### src/rtl/rij_operand_wb_stage_if.sv
// -----------------------------------------------------------------------------
// rij_operand_wb_stage_if
// Bundles the handshake, ALU and debug signals of the operand-fetch /
// write-back stage.
//   start, inst            : request a new instruction (controller -> stage)
//   busy, done, ill_inst   : status (stage -> controller)
//   alu_a, alu_b, alu_op   : registered operands/function to the external ALU
//   alu_f, alu_zf, alu_of  : combinational ALU result and flags
//   zf, of                 : flags captured from the last executed instruction
//   dbg_addr, dbg_data     : combinational register-file debug read port
// slave  = the stage itself, master = the surrounding CPU/ALU environment.
// -----------------------------------------------------------------------------
interface rij_operand_wb_stage_if #(
    parameter int DATA_W = 32
);
    logic              start;
    logic [31:0]       inst;
    logic              busy;
    logic              done;
    logic              ill_inst;
    logic [DATA_W-1:0] alu_a;
    logic [DATA_W-1:0] alu_b;
    logic [2:0]        alu_op;
    logic [DATA_W-1:0] alu_f;
    logic              alu_zf;
    logic              alu_of;
    logic              zf;
    logic              of;
    logic [4:0]        dbg_addr;
    logic [DATA_W-1:0] dbg_data;

    modport slave (
        input  start, inst, alu_f, alu_zf, alu_of, dbg_addr,
        output busy, done, ill_inst, alu_a, alu_b, alu_op, zf, of, dbg_data
    );

    modport master (
        output start, inst, alu_f, alu_zf, alu_of, dbg_addr,
        input  busy, done, ill_inst, alu_a, alu_b, alu_op, zf, of, dbg_data
    );
endinterface

### src/rtl/rij_operand_wb_stage.sv
// -----------------------------------------------------------------------------
// rij_operand_wb_stage
// Operand-fetch and write-back stage around a 32-bit combinational ALU.
// One instruction in flight: IDLE -> DECODE -> EXEC -> WB -> IDLE.
//   IDLE   : accept start, latch the instruction word
//   DECODE : read R[rs]/R[rt], build operand B (register or extended imm),
//            select ALU function, destination and illegal flag
//   EXEC   : capture ALU result and flags
//   WB     : done pulse; write result to R[dest] unless illegal or dest==0
// Ports:
//   clk, rst_n : clock, asynchronous active-low reset
//   bus        : rij_operand_wb_stage_if.slave (handshake, ALU, debug)
// Parameters:
//   DATA_W     : datapath width (32 to match the ALU)
//   CLR_ON_RST : 1 clears the register file on reset, 0 leaves it untouched
// -----------------------------------------------------------------------------
module rij_operand_wb_stage #(
    parameter int DATA_W     = 32,
    parameter bit CLR_ON_RST = 1'b1
) (
    input logic                  clk,
    input logic                  rst_n,
    rij_operand_wb_stage_if.slave bus
);
    typedef enum logic [1:0] {
        S_IDLE   = 2'd0,
        S_DECODE = 2'd1,
        S_EXEC   = 2'd2,
        S_WB     = 2'd3
    } state_t;

    state_t            r_state;
    state_t            w_state_nxt;

    logic [31:0]       r_inst;
    logic [DATA_W-1:0] r_alu_a;
    logic [DATA_W-1:0] r_alu_b;
    logic [2:0]        r_alu_op;
    logic [DATA_W-1:0] r_result;
    logic [4:0]        r_dest;
    logic              r_ill;
    logic              r_zf;
    logic              r_of;
    logic [DATA_W-1:0] r_regs [0:31];

    logic [5:0]        w_opcode;
    logic [5:0]        w_funct;
    logic [4:0]        w_rs;
    logic [4:0]        w_rt;
    logic [4:0]        w_rd;
    logic [15:0]       w_imm;
    logic [DATA_W-1:0] w_rs_data;
    logic [DATA_W-1:0] w_rt_data;
    logic [DATA_W-1:0] w_imm_zx;
    logic [DATA_W-1:0] w_imm_sx;
    logic [DATA_W-1:0] w_dec_a;
    logic [DATA_W-1:0] w_dec_b;
    logic [2:0]        w_dec_op;
    logic [4:0]        w_dec_dest;
    logic              w_dec_ill;
    logic              w_wb_we;
    logic              w_unused_shamt;

    assign w_opcode       = r_inst[31:26];
    assign w_rs           = r_inst[25:21];
    assign w_rt           = r_inst[20:16];
    assign w_rd           = r_inst[15:11];
    assign w_funct        = r_inst[5:0];
    assign w_imm          = r_inst[15:0];
    // shamt field is not used by any supported instruction
    assign w_unused_shamt = ^r_inst[10:6];

    // R0 is never written, so reads of address 0 are forced to zero
    assign w_rs_data = (w_rs == 5'd0) ? '0 : r_regs[w_rs];
    assign w_rt_data = (w_rt == 5'd0) ? '0 : r_regs[w_rt];
    assign w_imm_zx  = {{(DATA_W-16){1'b0}}, w_imm};
    assign w_imm_sx  = {{(DATA_W-16){w_imm[15]}}, w_imm};

    // ---------------- FSM: state register ----------------
    always_ff @(posedge clk or negedge rst_n) begin
        if (!rst_n) begin
            r_state <= S_IDLE;
        end else begin
            r_state <= w_state_nxt;
        end
    end

    // ---------------- FSM: next state ----------------
    always_comb begin
        w_state_nxt = r_state;
        case (r_state)
            S_IDLE:   if (bus.start) w_state_nxt = S_DECODE;
            S_DECODE: w_state_nxt = S_EXEC;
            S_EXEC:   w_state_nxt = S_WB;
            S_WB:     w_state_nxt = S_IDLE;
            default:  w_state_nxt = S_IDLE;
        endcase
    end

    // ---------------- FSM: outputs ----------------
    always_comb begin
        bus.busy     = (r_state != S_IDLE);
        bus.done     = (r_state == S_WB);
        bus.ill_inst = (r_state == S_WB) && r_ill;
    end

    // ---------------- Instruction decode ----------------
    always_comb begin
        w_dec_a    = w_rs_data;
        w_dec_b    = w_rt_data;
        w_dec_op   = 3'b000;
        w_dec_dest = w_rd;
        w_dec_ill  = 1'b0;
        if (w_opcode == 6'b000000) begin
            case (w_funct)
                6'b100100: w_dec_op = 3'b000;   // and
                6'b100101: w_dec_op = 3'b001;   // or
                6'b100110: w_dec_op = 3'b010;   // xor
                6'b100111: w_dec_op = 3'b011;   // nor
                6'b100000: w_dec_op = 3'b100;   // add
                6'b100010: w_dec_op = 3'b101;   // sub
                6'b101011: w_dec_op = 3'b110;   // sltu
                6'b000100: w_dec_op = 3'b111;   // sllv: ALU shifts B by A
                default:   w_dec_ill = 1'b1;
            endcase
        end else begin
            w_dec_dest = w_rt;
            case (w_opcode)
                6'b001100: begin w_dec_op = 3'b000; w_dec_b = w_imm_zx; end  // andi
                6'b001101: begin w_dec_op = 3'b001; w_dec_b = w_imm_zx; end  // ori
                6'b001110: begin w_dec_op = 3'b010; w_dec_b = w_imm_zx; end  // xori
                6'b001000: begin w_dec_op = 3'b100; w_dec_b = w_imm_sx; end  // addi
                6'b001011: begin w_dec_op = 3'b110; w_dec_b = w_imm_sx; end  // sltiu
                default:   w_dec_ill = 1'b1;
            endcase
        end
        if (w_dec_ill) begin
            w_dec_a  = '0;
            w_dec_b  = '0;
            w_dec_op = 3'b000;
        end
    end

    // ---------------- Instruction / operand / result registers ----------------
    always_ff @(posedge clk or negedge rst_n) begin
        if (!rst_n) begin
            r_inst   <= '0;
            r_alu_a  <= '0;
            r_alu_b  <= '0;
            r_alu_op <= 3'b000;
            r_result <= '0;
            r_dest   <= 5'd0;
            r_ill    <= 1'b0;
            r_zf     <= 1'b0;
            r_of     <= 1'b0;
        end else begin
            if ((r_state == S_IDLE) && bus.start) begin
                r_inst <= bus.inst;
            end
            // operands stay on the ALU inputs until the next decode
            if (r_state == S_DECODE) begin
                r_alu_a  <= w_dec_a;
                r_alu_b  <= w_dec_b;
                r_alu_op <= w_dec_op;
                r_dest   <= w_dec_dest;
                r_ill    <= w_dec_ill;
            end
            // flags are captured even for illegal instructions
            if (r_state == S_EXEC) begin
                r_result <= bus.alu_f;
                r_zf     <= bus.alu_zf;
                r_of     <= bus.alu_of;
            end
        end
    end

    // ---------------- Register file write-back ----------------
    assign w_wb_we = (r_state == S_WB) && !r_ill && (r_dest != 5'd0);

    generate
        if (CLR_ON_RST) begin : g_rf_clr
            always_ff @(posedge clk or negedge rst_n) begin
                if (!rst_n) begin
                    for (int i = 0; i < 32; i++) begin
                        r_regs[i] <= '0;
                    end
                end else if (w_wb_we) begin
                    r_regs[r_dest] <= r_result;
                end
            end
        end else begin : g_rf_keep
            // reset only aborts the FSM; stored values survive
            always_ff @(posedge clk) begin
                if (w_wb_we) begin
                    r_regs[r_dest] <= r_result;
                end
            end
        end
    endgenerate

    assign bus.alu_a    = r_alu_a;
    assign bus.alu_b    = r_alu_b;
    assign bus.alu_op   = r_alu_op;
    assign bus.zf       = r_zf;
    assign bus.of       = r_of;
    assign bus.dbg_data = (bus.dbg_addr == 5'd0) ? '0 : r_regs[bus.dbg_addr];
endmodule

### src/flat_wrapper.sv
// flat-port wrapper written by rule: the top's interface ports become plain ports
module rij_operand_wb_stage_flat 
#(
    parameter int DATA_W     = 32,
    parameter bit CLR_ON_RST = 1'b1
)
  (clk, rst_n, bus_start, bus_inst, bus_alu_f, bus_alu_zf, bus_alu_of, bus_dbg_addr, bus_busy, bus_done, bus_ill_inst, bus_alu_a, bus_alu_b, bus_alu_op, bus_zf, bus_of, bus_dbg_data);
  rij_operand_wb_stage_if #(.DATA_W(DATA_W)) bus_i ();
  input logic clk;
  input logic rst_n;
  input wire logic [$bits(bus_i.start)-1:0] bus_start;
  input wire logic [$bits(bus_i.inst)-1:0] bus_inst;
  input wire logic [$bits(bus_i.alu_f)-1:0] bus_alu_f;
  input wire logic [$bits(bus_i.alu_zf)-1:0] bus_alu_zf;
  input wire logic [$bits(bus_i.alu_of)-1:0] bus_alu_of;
  input wire logic [$bits(bus_i.dbg_addr)-1:0] bus_dbg_addr;
  output wire logic [$bits(bus_i.busy)-1:0] bus_busy;
  output wire logic [$bits(bus_i.done)-1:0] bus_done;
  output wire logic [$bits(bus_i.ill_inst)-1:0] bus_ill_inst;
  output wire logic [$bits(bus_i.alu_a)-1:0] bus_alu_a;
  output wire logic [$bits(bus_i.alu_b)-1:0] bus_alu_b;
  output wire logic [$bits(bus_i.alu_op)-1:0] bus_alu_op;
  output wire logic [$bits(bus_i.zf)-1:0] bus_zf;
  output wire logic [$bits(bus_i.of)-1:0] bus_of;
  output wire logic [$bits(bus_i.dbg_data)-1:0] bus_dbg_data;
  assign bus_i.start = bus_start;
  assign bus_i.inst = bus_inst;
  assign bus_i.alu_f = bus_alu_f;
  assign bus_i.alu_zf = bus_alu_zf;
  assign bus_i.alu_of = bus_alu_of;
  assign bus_i.dbg_addr = bus_dbg_addr;
  assign bus_busy = bus_i.busy;
  assign bus_done = bus_i.done;
  assign bus_ill_inst = bus_i.ill_inst;
  assign bus_alu_a = bus_i.alu_a;
  assign bus_alu_b = bus_i.alu_b;
  assign bus_alu_op = bus_i.alu_op;
  assign bus_zf = bus_i.zf;
  assign bus_of = bus_i.of;
  assign bus_dbg_data = bus_i.dbg_data;
  rij_operand_wb_stage #(.DATA_W(DATA_W), .CLR_ON_RST(CLR_ON_RST)) u_core (.clk(clk), .rst_n(rst_n), .bus(bus_i));
endmodule
### config.mk
export PLATFORM = sky130hd
export DESIGN_NAME = rij_operand_wb_stage_flat
export DESIGN_NICKNAME = d
export VERILOG_FILES = /design/src/rtl/rij_operand_wb_stage_if.sv /design/src/rtl/rij_operand_wb_stage.sv /design/src/flat_wrapper.sv
export SDC_FILE = /design/constraint.sdc
export NUM_CORES = 2
export LEC_CHECK = 0
export BUFFER_PORTS_ARGS = -buffer_cell sky130_fd_sc_hd__buf_4
export CORE_ASPECT_RATIO = 0.8
export CORE_MARGIN = 2
export CORE_UTILIZATION = 55
export DETAILED_ROUTE_END_ITERATION = 6
export GPL_TIMING_DRIVEN = 0
export PLACE_DENSITY = 0.78
export SLEW_MARGIN = 20
export SYNTH_ARGS = -nofsm -noshare
export SYNTH_HDL_FRONTEND = slang
export SYNTH_SLANG_ARGS = --single-unit
export TNS_END_PERCENT = 20
### constraint.sdc
create_clock -name clk -period 4.1 [get_ports clk]
set_input_delay 0.41 -clock clk [delete_from_list [all_inputs] [get_ports clk]]
set_output_delay 0.41 -clock clk [all_outputs]
set_load 0.02 [all_outputs]
==> reports/metrics.yaml <==
power:
  p_seq_frac: 0.325
  p_switching_uw: 20800
  power_uw: 49400
  p_leak_uw: 0.0340
  swShare: 0.422
  p_per_area_nw_per_um2: 645
  power_frac_clock: 0.241
  combinationalPowerShare: 0.434
  p_int_uw: 28600
  peakVddDrop_uv: 626
cts:
  cts-root-buf: "clkbuf_16"
  clkLatencyLatePin_ns: 0.79
  clk_pin_slew_ns: 0.06
  cts_made_buffers: 119
  cts.sinks: 1165
  cts_buffer_depth: 3
  cts_setup_buffers: 0
  h-tree-depth: 3
  cts_tree: "done"
place:
  placed_cells: 6088
  portBuffers: 174
  placed_area_um2: 71600
  pre_cts_slack_ns: -0.330
  dpl.hpwl_um: 187000
  routabilityCongestion: 1.04
route:
  drt-pass1-iter-count: 7
  dr.first_iter.drc_count: 9559
  wirelength_um: 263000
  route.detailed.drc: 34
  detail-route-antenna-nets: 0
  wl_per_cell_um: 41.0
  vias: 49500
  vias_per_cell: 7.74
synth:
  yosysSeqAreaShare: 0.429
  syn_nets: 4343
  synth_top_area_share: 0.429
  synth.avg_cell_area_um2: 15.9
  synth_edf_count: 0
  synthCells: 4264
  synth.distinct_cells: 53
  ys_async_sr_fraction: 1.00
  yosysTopAreaCell: "dfrtp_1"
  synth_seq_cells: 1165
  synth_area_um2: 68000
  yosys-top-cells-area: "dfrtp_1 (43%), mux4_2 (30%), mux2_2 (17%)"
  ys_warn_count: 0
  ys.flop_type: "dfrtp_1"
layout:
  stdcell_area_um2: 76600
  drive_gt1_frac: 0.531
  final_util: 0.624
  layout.cells.non_filler: 6398
  nets: 4718
  syn_to_final_growth_pct: 12.8
sta:
  slew_headroom: 0.0855
  worst_slew_pin_slew_ns: 1.37
  slew_violations: 0
  hold_violations: 0
  period_needed_ns: 4.26
  finalWorstSetupSlack_ns: -0.161
  setup_viol_count_final: 15
  finalClockSkew_ns: 0.0368
  fmax_mhz: 235
  fin_crit_sh: 1.04
floorplan:
  die_area_um2: 126000
  coreArea_um2: 123000
  die_w_um: 397
  ioPinCount: 178
  num_rows: 115
  initial_utilization: 0.554
  die_h_um: 318
grt:
  grt_pass1_vias: 48300
  grt-ovfl-total: 0
  antenna_found_initial: 17
  grtUsageTotal: 0.416
  grt_start_max_net_pins: 142
  grt_pass1_wl_um: 365000
status:
  violations: "DRC, setup timing"
  status: "complete, but fails checks"
critical_path:
  crit_path_start: "bus_dbg_addr[1]"
  reg2reg_from: "u_core.r_inst[18]$_DFFE_PN0P_"
  ff2ff_setup_slack_ns: -0.03
  worstPathArrival_ns: 3.85
  crit_fanout: 10
  startpoint_type: "primary input"
  critical_path_class: "in2out"
  worst_setup_path_end_kind: "output port"
  critPathRequiredTime_ns: 3.69
flow_run:
  maxCapViolations: 0
hold_path:
  min_path_type: "in2async"
through the flow:
step | hold WS [ns] | setup TNS [ns]
floorplan | 0.114 | 0
detailed placement | 0.353 | -6.15
global placement | 0.471 | -
finish | 0.189 | -0.775
global route | 0.266 | -0.00613
CTS | 0.210 | 0
worst max-delay path, stage by stage:
cell,delay [ns]
clkbuf_1,0.37
clkbuf_2,0.61
buf_1,0.69
mux4_2,0.43
mux4_2,0.57
mux2i_1,0.50
nor2_1,0.08
buf_4,0.18
layout by cell type (no fill, tap or decap), types with 62 or more instances in the layout:
| cell type | netlist | final |
|---|---|---|
| mux2i_1 | 170 | 170 |
| mux4_2 | 892 | 892 |
| buf_1 | 71 | 62 |
| inv_1 | 67 | 67 |
| o22ai_1 | 67 | 67 |
| buf_4 | 34 | 208 |
| clkbuf_1 | 272 | 268 |
| nor2_1 | 65 | 64 |
| mux2_2 | 1029 | 1029 |
| clkbuf_16 | 0 | 121 |
| dfrtp_1 | 1165 | 1165 |
| dlygate4sd3_1 | 0 | 68 |
| buf_2 | 107 | 108 |
flip-flops by register name, indices dropped and copies added (netlist names):
register,flops
u_core.bus.alu_op,3
u_core.r_result,32
u_core.bus.of,1
u_core.r_ill,1
u_core.r_inst,32
u_core.bus.alu_a,32
u_core.r_state,2
u_core.bus.zf,1
u_core.r_regs,1024
u_core.r_dest,5
u_core.bus.alu_b,32
Yosys cell counts, drive strengths merged, types with 4 or more instances:
master and number:
dfrtp 1165, mux2 1060, mux4 892, clkbuf 272
buf 236, mux2i 170, inv 68, o22ai 67
nor2 65, o32ai 48, a21oi 43, nand2 27
nor3 21, nor2b 18, a31oi 16, o211ai 14
o2111ai 12, o21ai 9, nand2b 6, nor3b 6
ha 5, nand3b 5, nor4 4
area by class of cell:
cell class              instances  area, um2
diodes                         18       45.0
clock buffers                 173       3530
inverters                      68        255
flip-flops and latches       1165      29200
plain buffers                 508       2410
well taps                    1638       2050
fillers                      8767      46100
repair buffers                254       2290
multi-input cells            2523      36200
clock inverters                51        686
kinds of logic after synthesis:
group,count (synthesis),synth area share
flip-flops,1165,0.429
adder cells (fa/ha/maj),5,0.000921
buffers and inverters,576,0.0383
XOR/XNOR,3,0.000387
AO/OA/AOI/OAI,226,0.0231
AND/OR/NAND/NOR,167,0.0121
multiplexers,2122,0.496
power groups by stage:
stage,Combinational [uW],Sequential [uW],Clock [uW]
2_1_floorplan,12400,15200,0
3_3_place_gp,19700,15800,0
3_5_place_dp,20100,16000,0
4_1_cts,20200,15800,11900
5_1_grt,21400,16200,12300
6_report,21400,16000,11900
path summary, 6_finish.rpt:
kind	end	cells past startpoint
max in group asynchronous	u_core.r_regs[860]$_DFFE_PN0P_	6
worst min register to register	u_core.r_regs[1011]$_DFFE_PN0P_	1
min in group clk	u_core.r_result[5]$_DFFE_PN0P_	3
worst min-delay path	u_core.r_regs[136]$_DFFE_PN0P_	2
worst max register to register	u_core.bus.alu_b[21]$_DFFE_PN0N_	8
worst max-delay path	bus_dbg_data[21]	8
routing by layer:
layer	GRT usage	wire [um]
met1	0.537	91100
met2	0.538	104000
met3	0.266	50400
met4	0.201	16500
met5	0.0247	533
repair_timing:
item                       in CTS  in global routing
setup endpoints to repair      32                 19
gates resized for setup        13                 11
hold buffers                   68                  0
hold endpoints to repair      154                  0
(Power assumes the default switching activity.)
